$ cat config.mk
export PLATFORM = sky130hd
export DESIGN_NAME = sram_like_mem_slave
export DESIGN_NICKNAME = d
export VERILOG_FILES = /design/src/rtl/sram_like_defs.sv /design/src/rtl/sram_like_rr_arb.sv /design/src/rtl/sram_like_mem_slave.sv
export SDC_FILE = /design/constraint.sdc
export NUM_CORES = 1
export LEC_CHECK = 0
export ABC_AREA = 1
export CAP_MARGIN = 20
export CORE_ASPECT_RATIO = 1.25
export CORE_MARGIN = 2
export CORE_UTILIZATION = 28
export CTS_CLUSTER_DIAMETER = 40
export CTS_CLUSTER_SIZE = 20
export DETAILED_ROUTE_END_ITERATION = 10
export MAX_ROUTING_LAYER = met4
export PLACE_DENSITY = 0.53
export SETUP_SLACK_MARGIN = 0.15
export SLEW_MARGIN = 10
export SYNTH_ARGS = -nofsm -noshare
export SYNTH_HDL_FRONTEND = slang
export SYNTH_SLANG_ARGS = --single-unit
$ cat constraint.sdc
create_clock -name clk -period 6.2 [get_ports clk]
set_input_delay 0.93 -clock clk [delete_from_list [all_inputs] [get_ports clk]]
set_output_delay 0.93 -clock clk [all_outputs]
set_load 0.05 [all_outputs]
$ cat src/rtl/sram_like_defs.sv
// Shared encodings for the SRAM-like memory responder: access sizes, FSM states, port ids.
// Also holds the byte-strobe helper so the lane rule lives in exactly one place.
// No ports; imported by sram_like_rr_arb and sram_like_mem_slave.
package sram_like_defs;

    localparam logic [1:0] SIZE_BYTE = 2'd0;
    localparam logic [1:0] SIZE_HALF = 2'd1;
    localparam logic [1:0] SIZE_WORD = 2'd2;

    typedef enum logic [1:0] {
        ST_IDLE   = 2'd0,
        ST_ACCESS = 2'd1,
        ST_WAIT   = 2'd2,
        ST_RESP   = 2'd3
    } state_e;

    typedef enum logic {
        PORT_INST = 1'b0,
        PORT_DATA = 1'b1
    } port_e;

    // Lane strobes come purely from size and the low address bits; misalignment
    // is not detected. Size 3 falls through to a full word.
    function automatic logic [3:0] byte_strobe(input logic [1:0] size, input logic [1:0] addr_lo);
        logic [3:0] strb;
        case (size)
            SIZE_BYTE: strb = 4'b0001 << addr_lo;
            SIZE_HALF: strb = addr_lo[1] ? 4'b1100 : 4'b0011;
            default:   strb = 4'b1111;
        endcase
        return strb;
    endfunction

endpackage

$ cat src/rtl/sram_like_rr_arb.sv
// Two-way round-robin grant between the inst and data request lines.
// Latency: grant is combinational; last_grant updates on the accept edge.
// Backpressure: the loser keeps its request up and wins the next conflict.
// Ports: clk/rst, inst_req/data_req in, accept in (an accept edge is happening), grant out.
import sram_like_defs::*;

module sram_like_rr_arb (
    input  logic  clk,
    input  logic  rst,
    input  logic  inst_req,
    input  logic  data_req,
    input  logic  accept,
    output port_e grant
);

    port_e last_grant_q;
    port_e last_grant_d;

    always_comb begin
        grant = PORT_INST;
        if (inst_req && data_req) begin
            grant = (last_grant_q == PORT_INST) ? PORT_DATA : PORT_INST;
        end else if (data_req) begin
            grant = PORT_DATA;
        end
        last_grant_d = accept ? grant : last_grant_q;
    end

    // Reset to INST so that DATA wins the very first conflict.
    always_ff @(posedge clk or posedge rst) begin
        if (rst) begin
            last_grant_q <= PORT_INST;
        end else begin
            last_grant_q <= last_grant_d;
        end
    end

endmodule

$ cat src/rtl/sram_like_mem_slave.sv
// SRAM-like bus responder: arbitrates inst/data ports onto one synchronous word RAM.
// Latency: data_ok pulses LATENCY cycles after the accept edge; a new request can be taken in RESP.
// Backpressure: addr_ok only in IDLE/RESP to the granted requester; one transaction outstanding.
// Ports: clk, rst; inst_*/data_* (req, wr, size, addr, wdata -> rdata, addr_ok, data_ok);
//        ram_en/ram_we/ram_addr/ram_wdata out, ram_rdata in (valid the cycle after ram_en).
import sram_like_defs::*;

module sram_like_mem_slave #(
    parameter int ADDR_W  = 12,
    parameter int LATENCY = 2
) (
    input  logic              clk,
    input  logic              rst,
    input  logic              inst_req,
    input  logic              inst_wr,
    input  logic [1:0]        inst_size,
    input  logic [31:0]       inst_addr,
    input  logic [31:0]       inst_wdata,
    output logic [31:0]       inst_rdata,
    output logic              inst_addr_ok,
    output logic              inst_data_ok,
    input  logic              data_req,
    input  logic              data_wr,
    input  logic [1:0]        data_size,
    input  logic [31:0]       data_addr,
    input  logic [31:0]       data_wdata,
    output logic [31:0]       data_rdata,
    output logic              data_addr_ok,
    output logic              data_data_ok,
    output logic              ram_en,
    output logic [3:0]        ram_we,
    output logic [ADDR_W-1:0] ram_addr,
    output logic [31:0]       ram_wdata,
    input  logic [31:0]       ram_rdata
);

    localparam logic [3:0] CNT_LOAD = 4'(LATENCY - 2);

    state_e            state_q, state_d;
    logic [3:0]        cnt_q, cnt_d;
    port_e             port_q, port_d;
    logic              wr_q, wr_d;
    logic [1:0]        size_q, size_d;
    logic [ADDR_W+1:0] addr_q, addr_d;
    logic [31:0]       wdata_q, wdata_d;
    logic              cap_q, cap_d;
    logic [31:0]       hold_q, hold_d;
    logic [31:0]       inst_rdata_q, inst_rdata_d;
    logic [31:0]       data_rdata_q, data_rdata_d;

    port_e             grant;
    logic              can_accept;
    logic              accept;
    logic [31:0]       resp_word;

    // Bits above the RAM word address are ignored by design.
    logic unused_addr_bits;
    assign unused_addr_bits = ^{inst_addr[31:ADDR_W+2], data_addr[31:ADDR_W+2]};

    sram_like_rr_arb u_arb (
        .clk      (clk),
        .rst      (rst),
        .inst_req (inst_req),
        .data_req (data_req),
        .accept   (accept),
        .grant    (grant)
    );

    always_comb begin
        can_accept   = (state_q == ST_IDLE) || (state_q == ST_RESP);
        inst_addr_ok = can_accept && inst_req && (grant == PORT_INST);
        data_addr_ok = can_accept && data_req && (grant == PORT_DATA);
        accept       = inst_addr_ok || data_addr_ok;

        state_d = state_q;
        cnt_d   = cnt_q;
        port_d  = port_q;
        wr_d    = wr_q;
        size_d  = size_q;
        addr_d  = addr_q;
        wdata_d = wdata_q;

        if (accept) begin
            port_d = grant;
            if (grant == PORT_DATA) begin
                wr_d    = data_wr;
                size_d  = data_size;
                addr_d  = data_addr[ADDR_W+1:0];
                wdata_d = data_wdata;
            end else begin
                wr_d    = inst_wr;
                size_d  = inst_size;
                addr_d  = inst_addr[ADDR_W+1:0];
                wdata_d = inst_wdata;
            end
        end

        case (state_q)
            ST_IDLE: begin
                if (accept) state_d = ST_ACCESS;
            end
            ST_ACCESS: begin
                if (LATENCY <= 2) begin
                    state_d = ST_RESP;
                end else begin
                    state_d = ST_WAIT;
                    cnt_d   = CNT_LOAD;
                end
            end
            ST_WAIT: begin
                if (cnt_q <= 4'd1) begin
                    state_d = ST_RESP;
                end else begin
                    cnt_d = cnt_q - 4'd1;
                end
            end
            ST_RESP: begin
                state_d = accept ? ST_ACCESS : ST_IDLE;
            end
            default: state_d = ST_IDLE;
        endcase

        // The RAM word is only valid in the cycle right after ACCESS; show it
        // directly then (covers RESP at LATENCY=2) and keep it for later cycles.
        cap_d     = (state_q == ST_ACCESS);
        resp_word = cap_q ? ram_rdata : hold_q;
        hold_d    = resp_word;

        inst_rdata_d = inst_rdata_q;
        data_rdata_d = data_rdata_q;
        if (state_q == ST_RESP) begin
            if (port_q == PORT_DATA) data_rdata_d = resp_word;
            else                     inst_rdata_d = resp_word;
        end
        inst_rdata   = inst_rdata_d;
        data_rdata   = data_rdata_d;
        inst_data_ok = (state_q == ST_RESP) && (port_q == PORT_INST);
        data_data_ok = (state_q == ST_RESP) && (port_q == PORT_DATA);

        ram_en    = (state_q == ST_ACCESS);
        ram_we    = (ram_en && wr_q) ? byte_strobe(size_q, addr_q[1:0]) : 4'b0000;
        ram_addr  = addr_q[ADDR_W+1:2];
        ram_wdata = wdata_q;
    end

    always_ff @(posedge clk or posedge rst) begin
        if (rst) begin
            state_q      <= ST_IDLE;
            cnt_q        <= 4'd0;
            port_q       <= PORT_INST;
            wr_q         <= 1'b0;
            size_q       <= SIZE_WORD;
            addr_q       <= '0;
            wdata_q      <= 32'd0;
            cap_q        <= 1'b0;
            hold_q       <= 32'd0;
            inst_rdata_q <= 32'd0;
            data_rdata_q <= 32'd0;
        end else begin
            state_q      <= state_d;
            cnt_q        <= cnt_d;
            port_q       <= port_d;
            wr_q         <= wr_d;
            size_q       <= size_d;
            addr_q       <= addr_d;
            wdata_q      <= wdata_d;
            cap_q        <= cap_d;
            hold_q       <= hold_d;
            inst_rdata_q <= inst_rdata_d;
            data_rdata_q <= data_rdata_d;
        end
    end

endmodule

**After elaboration in Yosys (flattened, before gate mapping)**

Cells that the tools add are included.

- Bits in read-only memories: 0
- Input port bits: 170
- Register bits: 153
- Memories kept: 0
- Latch bits: 0
- Bits in writable memories: 0
- Output and inout port bits: 117
- Logic and storage cells: 56

- Add/subtract/negate cells: 1
- Multiplexer cells: 19
- Bitwise gates (word level): 3
- Shift operators: 1
- $mul: 0
- Divide/modulo/power cells: 0
- Eq/ne operators: 6
- Reductions and logical operators: 14
- Magnitude comparators: 1

Operators by type and width:

| kind | count |
|---|---|
| 32-bit two-way mux | 6 |
| 14-bit two-way mux | 1 |
| 1-bit logical AND | 8 |
| 4-bit two-way mux | 2 |
| 2-bit one-hot mux with 4 select lines | 1 |
| 4-bit one-hot mux with 2 select lines | 1 |
| 2-bit two-way mux | 3 |
| 1-bit two-way mux | 5 |
| 2-bit by 1-bit == test with 1-bit output (second input constant) | 2 |
| 2-bit == test (second input constant) | 2 |
| 4-bit by 1-bit less-or-equal comparator with 1-bit output (second input constant) | 1 |
| 2-bit zero test | 2 |
| 2-bit AND reduction | 2 |
| 1-bit by 2-bit left shift with 4-bit output (first input constant) | 1 |
| 4-bit by 1-bit subtractor with 4-bit output (second input constant) | 1 |
| 1-bit inverter | 3 |
| 1-bit logical OR | 2 |
| 2-bit by 1-bit inequality test with 1-bit output (second input constant) | 1 |
| 2-bit inequality test (second input constant) | 1 |

**Depth between registers and ports, before layout**

- Depth in word-level cells: 7
- Gate-level depth with buffers: 9
- Mapped depth without buffers: 9

**Hierarchy**

From an unflattened synthesis, not the netlist that was laid out.

- Cell total of the unflattened synthesis: 642
- Area total of the unflattened synthesis: 6545.0 um^2

By module, submodules not included:

| module | cells each | area an instance (um^2) | times used |
|---|---|---|---|
| sram_like_mem_slave | 634 | 6490.0 | 1 |
| sram_like_rr_arb | 8 | 55.1 | 1 |

**Least setup slack after synthesis**

No wires, ideal clock.

- Kind: flip-flop to output port
- Start point: reg state_q[1]
- End point: out ram_we[0]
- Cell stages (with the launch flop): 5
- Path slack: 3.342 ns
- Path buffers: 0
- Data required time: 5.270 ns
- Arrival time: 1.928 ns
- Path through: dfrtp_1 inv_1 ha_1 nand2_1 a21oi_1

- Longest elaborated chain between the ends: 3

Ends and longest elaborated chain:

| item | line | text |
|---|---|---|
| start: declaration | sram_like_mem_slave.sv:39 | `state_e state_q, state_d;` |
| start signal: assignment | sram_like_mem_slave.sv:160 | `state_q <= state_d;` |
| 2-bit by 1-bit == test with 1-bit output | sram_like_mem_slave.sv:140 | `ram_en = (state_q == ST_ACCESS);` |
| via ram_en | sram_like_mem_slave.sv:30 | `output logic ram_en,` |
| 1-bit logical AND | sram_like_mem_slave.sv:141 | `ram_we = (ram_en && wr_q) ? byte_strobe(size_q, addr_q[1:0]) : 4'b0000;` |
| 4-bit two-way mux | sram_like_mem_slave.sv:141 |  |
| end: declaration | sram_like_mem_slave.sv:31 | `output logic [3:0] ram_we,` |

The timed path passes the listed nets, and every way through them passes these cells.

**Final worst setup path**

- Start point: reg state_q[1]
- End point: out data_rdata[30]

- Longest elaborated chain between the ends: 2

Ends and longest elaborated chain:

| item | line | text |
|---|---|---|
| 2-bit == test | sram_like_mem_slave.sv:131 | `if (state_q == ST_RESP) begin` |
| 32-bit two-way mux | sram_like_mem_slave.sv:131 |  |
| end: declaration | sram_like_mem_slave.sv:27 | `output logic [31:0] data_rdata,` |

No other way between the ends.

==> metrics list <==
- The flow ran to the end, and the final reports show no timing, DRC or antenna violations.
- Post-detailed-route via-to-cell ratio: 4.24
- In this run, placement finished with an instance count of between 1,000 and 1,500.
- Syn_area_per_cell: between 7 and 8 µm²
- Crit path max fanout: 33
* Synth area leader: dfrtp_1
- Number of distinct library cells after synthesis: 21
* Share of the yosys chip area belonging to registers: 56.5%
- Dominant cell type by count on the critical path: nand2_1
- Detailed placement finished with a half-perimeter wire length of approximately 13,000 µm.
- The detailed router finished its first iteration with 151 violations.
- Leaving out fill and tap cells, the most frequent cell in the layout is nand2_1.
- Chain of cells forming the critical path: ha_1, nand2_2, inv_2, nand2_1, nand2_1, clkdlybuf4s50_1
- Non-filler cells, final: about 1,400
- Horiz. Die Dim: 143 µm
- After floorplanning, the core was sized to cover approximately 24,000 µm².
- In this run, CTS created clock tree buffers numbering 17.
- At the later pin of the worst-skew pair, clock insertion delay measures between 0.4 and 0.5 ns.
* Wire length of the first global-routing pass: 32,100 µm
- The clock passes through at most 2 buffers.
- Cell area after placement: ~9400 µm²
* Area of all placed cells without fillers: around 10000 µm²
- Worst Min Path Start: data_rdata_q[3]
- After clock tree synthesis, the setup repair step added 0 buffers.
* 1st-pass router iterations: 4
* Final clock period utilization by the worst path: between 70 and 80%
- GRT Resource Usage Total: around 17%
- The routed design has roughly 20,000 µm of wire.
* Relative area change from synthesis to final layout: 47.5%
- Antenna-violating nets left: 0
- Power per cell area: around 670 nW/µm²
* Largest stage delay on the critical path: approximately 0.87 ns
- Clock transition time at the flip-flop clock pins of the worst setup and hold paths: approximately 0.06 ns
* Slew of the pin with the lowest slew margin: slightly above 0.9 ns
- The repair_antennas step left the layout with diodes totalling 0.
- By startpoint and endpoint, the worst setup path is classified as flop to output port.
- In the routed design, unresolved DRC markers number 0.
- The final count of pins violating max slew was 0.
- The tree built by TritonCTS fans out to 153 sinks.
- Setup violation total in the final timing report: 0
* Max-cap violations: 0
* Routability Congestion: 0.841
- For this run the aggregate overflow at the end of global routing stands at 0.
- Launching point of the worst reg2reg path: u_arb.last_grant_q
- The worst setup path is launched from a flop.
- The die is approximately 180 µm tall.
- In the final design database the tool counted between 1,000 and 1,500 nets.
- The routed layout has about 6,000 vias.
* Antenna violations before repair: 0
* YS warnings: 0
- Endpoint class of the critical path: output port
- After detailed routing, the average wire length per cell comes to between 10 and 15 µm.
- In this run the cell area of the synthesized design comes to 6780 µm².
- The via count of the first global-routing pass was roughly 6,100.
- Number of top-level design ports: 287
* Arrival @ worst endpoint: 3.47 ns
* Sequential standard cell area: ~3800 µm²
- Pin count of the biggest net entering global routing: a little over 100
- RSZ-0062 raised after global routing: no
- Summed over all failing endpoints, the final setup total negative slack is 0 ns.
* Starting density of the core: approximately 29%
* Critical Path RT: around 5.3 ns
- The analysis attributes to cell leakage a power of a little under 5 nW.
- Syn Nets: a little over 1,000
- Area of the die: between 20,000 and 30,000 µm²
* Fill count: approximately 2,400
- The slowest stage of the critical path is the clkdlybuf4s50_1 cell.
- Max transition margin: a little under two fifths
- Type of the tightest min-delay check: flop to flop
- Of the cells placed in the final design, the portion with a size suffix greater than 1 is under 10%.
* Leading cell types in the layout, fill and taps excluded: nand2_1, clkdlybuf4s50_1, dfrtp_1
- Max rail drop VDD: 0.283 mV
- Synthesis inferred roughly 150 register bits.
* Leading cell types by total area after synthesis: dfrtp_1, nand2_1, o21ai_1
- Area taken by multi-input logic gates: 2450 µm²
* Cell count after synthesis: about 860
- The total count of hold-check failures in the final report came to 0.
- Summed over its instances, the top area cell type makes up a little under three fifths of the synthesized netlist area.
- Fmax: between 200 and 250 MHz
* Final worst hold slack: ~0.47 ns
- Fin util: between 40% and 50%
- After clock tree synthesis, the flow added hold-fix buffers numbering 0.
* Site Rows: 63
* Max Clock Skew: slightly above 0.01 ns
* Count of cells resized by post-cts repair: 0
* # H-tree levels: 4
- Subtracting the final worst setup slack from the clock period gives 4.40 ns.
- The critical path starts at state_q[1].
* Number of port buffers: 250
- Root buffer selected by CTS: clkbuf_16
- CTS tree: yes
cells by family after synthesis:
kind of cell | count (synthesis) | share of synthesized area (%)
simple gates | 521 | 29.2
fa+ha+maj | 6 | 1.11
buf+inv | 103 | 7.29
xor+xnor | 2 | 0.258
compound gates | 76 | 5.61
flops | 153 | 56.5
layer usage:
metal	GRT usage, %	part of all wire (%)	vias to the layer above
li1	-	-	3033
met1	20.2	45	2772
met2	27.6	48	194
met3	4.83	6.3	11
met4	4.58	1.2	0
met5	-	0	-
per-stage QoR:
step	worst slack, ns	total power, mW
floorplan	1.15	4.41
finish	1.80	6.66
global placement	1.94	5.69
global route	1.48	7.11
detailed placement	1.93	5.71
CTS	1.61	6.78
cell usage after synthesis:
master and instances:
a21oi_1 4, buf_2 23, buf_4 19, buf_6 1
clkbuf_1 12, dfrtp_1 152, dfstp_2 1, ha_1 6
inv_1 43, inv_2 5, nand2_1 507, nand2_2 3
nand2_4 1, nand3_1 3, nand3b_1 1, nor2_1 5
nor2_2 1, o21ai_0 9, o21ai_1 63, xnor2_1 1
xor2_1 1
sequential cells by signal (all words and copies together), names as in the netlist:
register,flops
data_rdata_q,32
hold_q,32
inst_rdata_q,32
ram_wdata,32
addr_q,14
cnt_q,4
size_q,2
state_q,2
cap_q,1
u_arb.last_grant_q,1
wr_q,1
worst paths after layout:
path,slack (ns),cells past startpoint,endpoint
max in group asynchronous,3.82,3,u_arb.last_grant_q
min,0.47,2,data_rdata_q[3]
min in group asynchronous,1.11,2,addr_q[1]
max,1.80,6,data_rdata[30]
max reg2reg,3.92,9,addr_q[0]
min reg2reg,0.47,2,data_rdata_q[3]
critical path: cells and delay by family, from the launching register on:
family,cells,cell delay [ns]
buffers and inverters,2,1.65
DFF,1,0.40
adders and majority gates,1,0.25
and+or+nand+nor,3,0.75
where the power goes:
group	total [mW]	internal (mW)	leakage, nW	switching, mW
clock	1.02	0.603	0.265	0.421
sequential	1.66	1.47	1.91	0.192
combinational	3.98	1.16	2.79	2.82
final cells by class:
class                           count  area share, %
Tap cell                          325           4.07
Timing Repair Buffer              256           25.5
Clock inverter                     11           1.21
Multi-Input combinational cell    605           24.5
Clock buffer                       21           4.51
Inverter                           48           1.85
Sequential cell                   153           38.3
(Power assumes the default switching activity.)
